==> config.mk <==
export PLATFORM = sky130hd
export DESIGN_NAME = ram
export DESIGN_NICKNAME = d
export VERILOG_FILES = /design/src/rtl/ram_pkg.sv /design/src/rtl/ram_valid_tracker.sv /design/src/rtl/ram.sv
export SDC_FILE = /design/constraint.sdc
export NUM_CORES = 1
export LEC_CHECK = 0
export BUFFER_PORTS_ARGS = -buffer_cell sky130_fd_sc_hd__buf_4
export CORE_MARGIN = 2
export CORE_UTILIZATION = 50
export CTS_CLUSTER_SIZE = 40
export DETAILED_ROUTE_END_ITERATION = 10
export PLACE_DENSITY = 0.67
export SYNTH_ARGS = -nofsm -noshare
export SYNTH_HDL_FRONTEND = slang
export SYNTH_SLANG_ARGS = --single-unit
==> constraint.sdc <==
create_clock -name clk -period 2.2 [get_ports clk]
set_input_delay 0.11 -clock clk [delete_from_list [all_inputs] [get_ports clk]]
set_output_delay 0.11 -clock clk [all_outputs]
set_load 0.03 [all_outputs]
==> src/rtl/ram_pkg.sv <==
// Shared constants and word types for the scratch RAM.
// Defaults give a 16 x 8 array.
package ram_pkg;

    localparam int RAM_DATA_W_DEF = 8;
    localparam int RAM_ADDR_W_DEF = 4;

    typedef logic [RAM_ADDR_W_DEF-1:0] ram_addr_t;
    typedef logic [RAM_DATA_W_DEF-1:0] ram_data_t;

endpackage

==> src/rtl/ram_valid_tracker.sv <==
// Per-word written-since-reset bitmap and registered rd_uninit flag.
// Used by ram only when RAM_UNINIT_CHK_EN is defined.
module ram_valid_tracker
    import ram_pkg::*;
#(
    parameter int ADDR_W = RAM_ADDR_W_DEF
) (
    input  logic              clk,
    input  logic              rst_n,
    input  logic              we,
    input  logic [ADDR_W-1:0] addr,
    output logic              rd_uninit
);

    localparam int DEPTH = 2 ** ADDR_W;

    logic [DEPTH-1:0] valid;

    // Mark a word valid on write; clear the whole map on reset.
    always_ff @(posedge clk) begin
        if (!rst_n) begin
            valid <= '0;
        end else if (we) begin
            valid[addr] <= 1'b1;
        end
    end

    // Flag reads of never-written words; a write cycle reads new data.
    always_ff @(posedge clk) begin
        if (!rst_n) begin
            rd_uninit <= 1'b0;
        end else if (we) begin
            rd_uninit <= 1'b0;
        end else begin
            rd_uninit <= !valid[addr];
        end
    end

endmodule

==> src/rtl/ram.sv <==
// Single-port flop-based RAM, registered write-first read port.
// Optional macro RAM_UNINIT_CHK_EN adds the rd_uninit tracker.
module ram
    import ram_pkg::*;
#(
    parameter int DATA_W = RAM_DATA_W_DEF,
    parameter int ADDR_W = RAM_ADDR_W_DEF
) (
    input  logic              clk,
    input  logic              rst_n,
    input  logic              we,
    input  logic [ADDR_W-1:0] addr,
    input  logic [DATA_W-1:0] din,
    output logic [DATA_W-1:0] dout,
    output logic              rd_uninit
);

    localparam int DEPTH = 2 ** ADDR_W;

    logic [DATA_W-1:0] mem [DEPTH];

    // Storage: reset clears every word and beats any pending write.
    always_ff @(posedge clk) begin
        if (!rst_n) begin
            for (int i = 0; i < DEPTH; i++) begin
                mem[i] <= '0;
            end
        end else if (we) begin
            mem[addr] <= din;
        end
    end

    // Read port: every cycle, new data forwarded on a write.
    always_ff @(posedge clk) begin
        if (!rst_n) begin
            dout <= '0;
        end else if (we) begin
            dout <= din;
        end else begin
            dout <= mem[addr];
        end
    end

`ifdef RAM_UNINIT_CHK_EN
    ram_valid_tracker #(
        .ADDR_W (ADDR_W)
    ) u_valid (
        .clk       (clk),
        .rst_n     (rst_n),
        .we        (we),
        .addr      (addr),
        .rd_uninit (rd_uninit)
    );
`else
    assign rd_uninit = 1'b0;
`endif

endmodule

==> results of run 1 <==
==> report_power, final <==
| group | switching, mW | internal [mW] | total, mW |
|---|---|---|---|
| clock network | 0.967 | 1.78 | 2.75 |
| registers | 0.0465 | 2.98 | 3.03 |
| logic | 0.303 | 0.190 | 0.493 |
| total | 1.32 | 4.95 | 6.27 |
==> how the worst min path moves through the flow <==
stage,startpoint,to,cells after the start
2_1_floorplan,din[3],dout[3]$_SDFF_PN0_,1
3_3_place_gp,rst_n,dout[7]$_SDFF_PN0_,2
3_5_place_dp,rst_n,dout[7]$_SDFF_PN0_,2
4_1_cts,rst_n,dout[7]$_SDFF_PN0_,2
5_1_grt,rst_n,dout[4]$_SDFF_PN0_,2
6_report,rst_n,dout[7]$_SDFF_PN0_,2
==> flip-flops by register name, indices dropped and copies added, names as in the netlist <==
signal / count
dout: 8
mem: 128
==> synthesized netlist by cell type, types with 5 or more instances <==
| cell type | n | area share [%] |
|---|---|---|
| and2_1 | 128 | 13 |
| edfxtp_1 | 128 | 61 |
| mux2i_1 | 30 | 4.8 |
| o21ai_0 | 19 | 1.5 |
| nor2_1 | 18 | 1.1 |
| clkbuf_1 | 17 | 1.0 |
| o22ai_1 | 17 | 1.7 |
| mux2_2 | 11 | 2.0 |
| dfxtp_1 | 8 | 2.5 |
| nor3_1 | 8 | 0.63 |
| or3_1 | 8 | 0.79 |
| buf_2 | 7 | 0.55 |
| a211oi_1 | 5 | 0.59 |
| mux4_1 | 5 | 2.1 |
| nor2b_1 | 5 | 0.50 |
| o221a_2 | 5 | 0.89 |
==> final cells by class <==
type | instances | share of cell area [%]
sequential | 136 | 55.1
clock inverter | 4 | 0.964
clock buffer | 28 | 6.97
timing repair buffer | 47 | 4.85
inverter | 1 | 0.0516
tap | 172 | 2.96
multi-input combinational | 288 | 29.1
==> logic make-up (layout without fill, tap and decap cells) <==
logic type,count (synthesis),count (layout)
other,1,1
AO/OA/AOI/OAI,55,55
flip-flops,136,136
buffers and inverters,33,80
AND/OR/NAND/NOR,182,182
multiplexers,50,50
==> worst max-delay path, stage by stage, from the launching register on <==
cell and delay (ns):
edfxtp_1 0.37, mux4_1 0.55, o22ai_1 0.24, nor3_1 0.12
o221a_2 0.26
==> per-layer routing <==
metal / vias to the layer above / part of all wire (%) / GRT usage [%]
met5: - / 0 / 0
met4: 0 / 2.1 / 9.84
met3: 24 / 6.1 / 5.19
met2: 139 / 48 / 36.3
met1: 1902 / 44 / 30.7
li1: 1758 / - / -
==> results_dict.tcl, run 1 <==
set metrics [dict create \
    status "complete, no violations" \
    fp.dieH_um 116 \
    critPathMaxFanout 1 \
    multi_input_area_um2 2120 \
    place_inst 644 \
    r2r_setup_slack_ns 0.56 \
    worstPathArrival_ns 1.95 \
    drt_iter0_markers 368 \
    synthFlopType "edfxtp_1" \
    synthAdderAreaFrac_pct 0 \
    post-cts-setup-buffer-count 0 \
    stdcell_area_um2 7270 \
    hp-class "primary input to register" \
    synth_compound_area_share_pct 5.94 \
    end_kind "register" \
    worstSetupPathType "register to register" \
    fin_nets 506 \
    fill_cells 1013 \
    hold_buffers 0 \
    clock-sinks 136 \
    grt_pass1_vias 3812 \
    yosysWarningCount 0 \
    synthArstFlopShare_pct 0 \
    synth_nets 472 \
    io_pins 24 \
    worstSetupStartpointType "register" \
    tns_ns 0 \
    min_period_ns 1.64 \
    max_freq_mhz 610 \
    grt_usage_pct 22.9 \
    synth.area.mux_share_pct 10.2 \
    drt-pass1-iter-count 5 \
    crit_end "dout[5]$_SDFF_PN0_" \
    fin_crit_sh_pct 74.5 \
    place_ws_ns 0.290 \
    port_buffers 22 \
    p_leak_nw 2.66 \
    p_total_mw 6.27 \
    final_cell_mix "128 x and2_1, 128 x edfxtp_1, 47 x buf_4" \
    initial_core_util_pct 50.7 \
    cts_buffers 17 \
    finalWeightedCongestion 0.830 \
    place_area_um2 6690 \
    avgSynthCellArea_um2 13.8 \
    final_layout_size_suffix_gt1_share_pct 18.8 \
    drt_wl_total_mm 14.4 \
    instances_no_fill 676 \
    required_ns 2.51 \
    yosysSeqAreaShare_pct 63.4 \
    drc 0 \
    tightest_slew_ns 0.634 \
    area_growth_pct 15.1 \
    synth-xor-area-share_pct 0 \
    clockRootBuffer "clkbuf_16" \
    crit_start "mem[0][5]$_SDFFCE_PN0P_" \
    die_x_um 116 \
    htreeDepth 4 \
    num_vias 3823 \
    cts_max_path_buffers 2 \
    hold_violations 0 \
    reg2reg_to "dout[5]$_SDFF_PN0_" \
    ant_nets 0 \
    seq_area_um2 4000 \
    cts-resized-gates 0 \
    holdWs_ns 0.0658 \
    path_clk_slew_ns 0.05 \
    diodes 0 \
    tritoncts "yes" \
    grt_pass1_wl_mm 21.7 \
    fin_worst_skew_ns 0.00426 \
    grt_antenna_before_repair 0 \
    viasPerCell 5.66 \
    peakVddDrop_mv 0.374 \
    slew_headroom_pct 57.7 \
    place.detailed.hpwl_mm 9.17 \
    timing.max_cap.violations 0 \
    finalSetupViolations 0 \
    r2r_cells 4 \
    synth-simple-area-share_pct 17.3 \
    setup_slack_ns 0.561 \
    synth-edff-count 128 \
    core_area_um2 12500 \
    syn_area_um2 6320 \
    timing.final.max_slew_violations 0 \
    synth_top_family_by_area "simple AND/OR/NAND/NOR gates" \
    grt_max_degree 47 \
    gr-total-overflow 0 \
    fin_util_pct 58.3 \
    rows 41 \
    rsz0062_at_grt "no" \
    wl_per_cell_um 21.2 \
    r2r_start "mem[0][5]$_SDFFCE_PN0P_" \
    p_per_area_nw_per_um2 863 \
    clkLatencyLatePin_ns 0.42 \
    ys_seq_elements 136 \
    die-area_um2 13500 \
    ys_types 35 \
    syn_inst 457 \
]
Note: power is estimated with default switching activity, not from simulation.
==> inputs of run 2 (changes only) <==
--- a/config.mk
+++ b/config.mk
@@ -10,7 +10,7 @@
 export CORE_UTILIZATION = 50
 export CTS_CLUSTER_SIZE = 40
 export DETAILED_ROUTE_END_ITERATION = 10
-export PLACE_DENSITY = 0.67
+export PLACE_DENSITY = 0.69
 export SYNTH_ARGS = -nofsm -noshare
 export SYNTH_HDL_FRONTEND = slang
 export SYNTH_SLANG_ARGS = --single-unit
==> constraint.sdc (replaced) <==
create_clock -name clk -period 1.45 [get_ports clk]
set_input_delay 0.0725 -clock clk [delete_from_list [all_inputs] [get_ports clk]]
set_output_delay 0.0725 -clock clk [all_outputs]
set_load 0.03 [all_outputs]
==> run 2 against run 1 <==
Net effect:
- the run now ends with setup timing left
- setup slack got worse by 0.62 ns
- non-clock buffer count grew 38
- die area is the same
- wire length increased by 4.5%
- via count rose by 4.4%
- cell count is 5.5% higher
- critical path type unchanged
- largest cell class unchanged
- largest power group unchanged
==> results_dict.tcl, run 2 (same netlist as run 1, synthesis figures left out) <==
set metrics [dict create \
    drc 0 \
    drt_iter0_markers 529 \
    wl_per_cell_um 21.0 \
    viasPerCell 5.60 \
    core_area_um2 12500 \
    violations "setup timing" \
    clkLatencyLatePin_ns 0.41 \
    timing.final.max_slew_violations 0 \
    crit_slowest_cell "mux4_2" \
    fin_crit_sh_pct 104 \
    clock-sinks 136 \
    drt_wl_total_mm 15.0 \
    fill_cells 926 \
    peakVddDrop_mv 0.759 \
    initial_core_util_pct 50.7 \
    critPathMaxFanout 1 \
    timing.max_cap.violations 0 \
    place_area_um2 7070 \
    seq_area_um2 4000 \
    hp-class "primary input to register" \
    clockRootBuffer "clkbuf_16" \
    place.detailed.hpwl_mm 10.0 \
    finalSetupViolations 5 \
    htreeDepth 4 \
    critical_path.max_stage_delay_ns 0.53 \
    setup_slack_ns -0.0627 \
    rows 41 \
    crit_family "multiplexers" \
    min_period_ns 1.51 \
    drt-pass1-iter-count 5 \
    grt_usage_pct 23.7 \
    top_regs "mem: 128 flops, dout: 8 flops" \
    p_leak_nw 2.83 \
    end_kind "register" \
    multi_input_area_um2 2210 \
    max_freq_mhz 661 \
    ant_nets 0 \
    grt_pass1_wl_mm 23.0 \
    grt_max_degree 26 \
    place_ws_ns -0.214 \
    cts_max_path_buffers 2 \
    hold_buffers 0 \
    cts_buffers 17 \
    gr-total-overflow 0 \
    num_vias 3993 \
    hold_violations 0 \
    stdcell_area_um2 7660 \
    required_ns 1.75 \
    final_layout_size_suffix_gt1_share_pct 30.5 \
    fp.dieH_um 116 \
    regMostFlops "mem" \
    p_per_area_nw_per_um2 1220 \
    fin_nets 544 \
    worstSetupPathType "register to register" \
    largest_reg_flops 128 \
    path_clk_slew_ns 0.06 \
    critPathBufInv 0 \
    grt_antenna_before_repair 0 \
    tritoncts "yes" \
    p_total_mw 9.37 \
    r2r_setup_slack_ns -0.06 \
    fin_worst_skew_ns 0.0107 \
    final_cell_mix "128 x and2_1, 128 x edfxtp_1, 81 x buf_4" \
    worstSetupStartpointType "register" \
    status "finished with violations" \
    io_pins 24 \
    area_growth_pct 21.3 \
    die_x_um 116 \
    worstPathCellList "mux4_2 -> o22ai_2 -> nor3_2 -> o221a_2" \
    die-area_um2 13500 \
    diodes 0 \
    grt_pass1_vias 3978 \
    rsz0062_at_grt "yes" \
    port_buffers 22 \
    worstPathArrival_ns 1.81 \
    finalWeightedCongestion 0.865 \
]
-- run 2: stage by stage --
| step | hold WS [ns] | TNS [ns] | std cells | utilization [%] |
|---|---|---|---|---|
| 2_1_floorplan | 0.252 | -7.84 | 457 | - |
| 3_3_place_gp | 0.502 | -5.91 | 682 | 56.7 |
| 3_5_place_dp | 0.502 | -7.32 | 682 | 56.7 |
| 4_1_cts | 0.103 | -0.195 | 713 | 61.3 |
| 5_1_grt | 0.127 | -0.392 | 713 | 61.5 |
| 6_report | 0.119 | -0.184 | 713 | 61.5 |
-- run 2: power by group --
part	total (mW)	internal [mW]	switching [mW]	leakage, nW
registers	4.60	4.52	0.0837	1.29
clock network	3.89	2.32	1.56	0.251
logic	0.873	0.373	0.500	1.30
total	9.37	7.22	2.15	2.83
-- run 2: area by class of cell --
class	count	area share, %
clock buffers	18	5.60
flip-flops and latches	136	52.2
multi-input cells	288	28.9
inverters	1	0.0490
well taps	172	2.81
clock inverters	13	1.42
repair buffers	85	8.98
-- run 2: metal layers --
layer	wire length (um)	global-route usage [%]	up-vias
met5	0	0	-
met2	7580	39.8	132
met1	6390	31.4	2016
met4	236	7.46	0
met3	797	4.57	18
li1	-	-	1827
-- run 2: worst register-to-register path, cell delays in order (launching register included) --
cell and delay [ns]:
edfxtp_1 0.38, mux4_2 0.53, o22ai_2 0.18, nor3_2 0.08, o221a_2 0.24
-- run 2: path summary, 6_finish.rpt --
kind,from,endpoint,cells after the start
worst min register to register,mem[11][7]$_SDFFCE_PN0P_,dout[7]$_SDFF_PN0_,3
worst max-delay path,mem[10][5]$_SDFFCE_PN0P_,dout[5]$_SDFF_PN0_,4
worst max register to register,mem[10][5]$_SDFFCE_PN0P_,dout[5]$_SDFF_PN0_,4
worst min-delay path,addr[0],dout[0]$_SDFF_PN0_,3
-- run 2: what timing repair did --
item                                    in CTS  in global routing
gates resized for setup                     15                  5
cloned                                       0                  0
buffers inserted                             0                  0
pin swaps                                    5                  3
endpoints found under the setup margin       7                  7
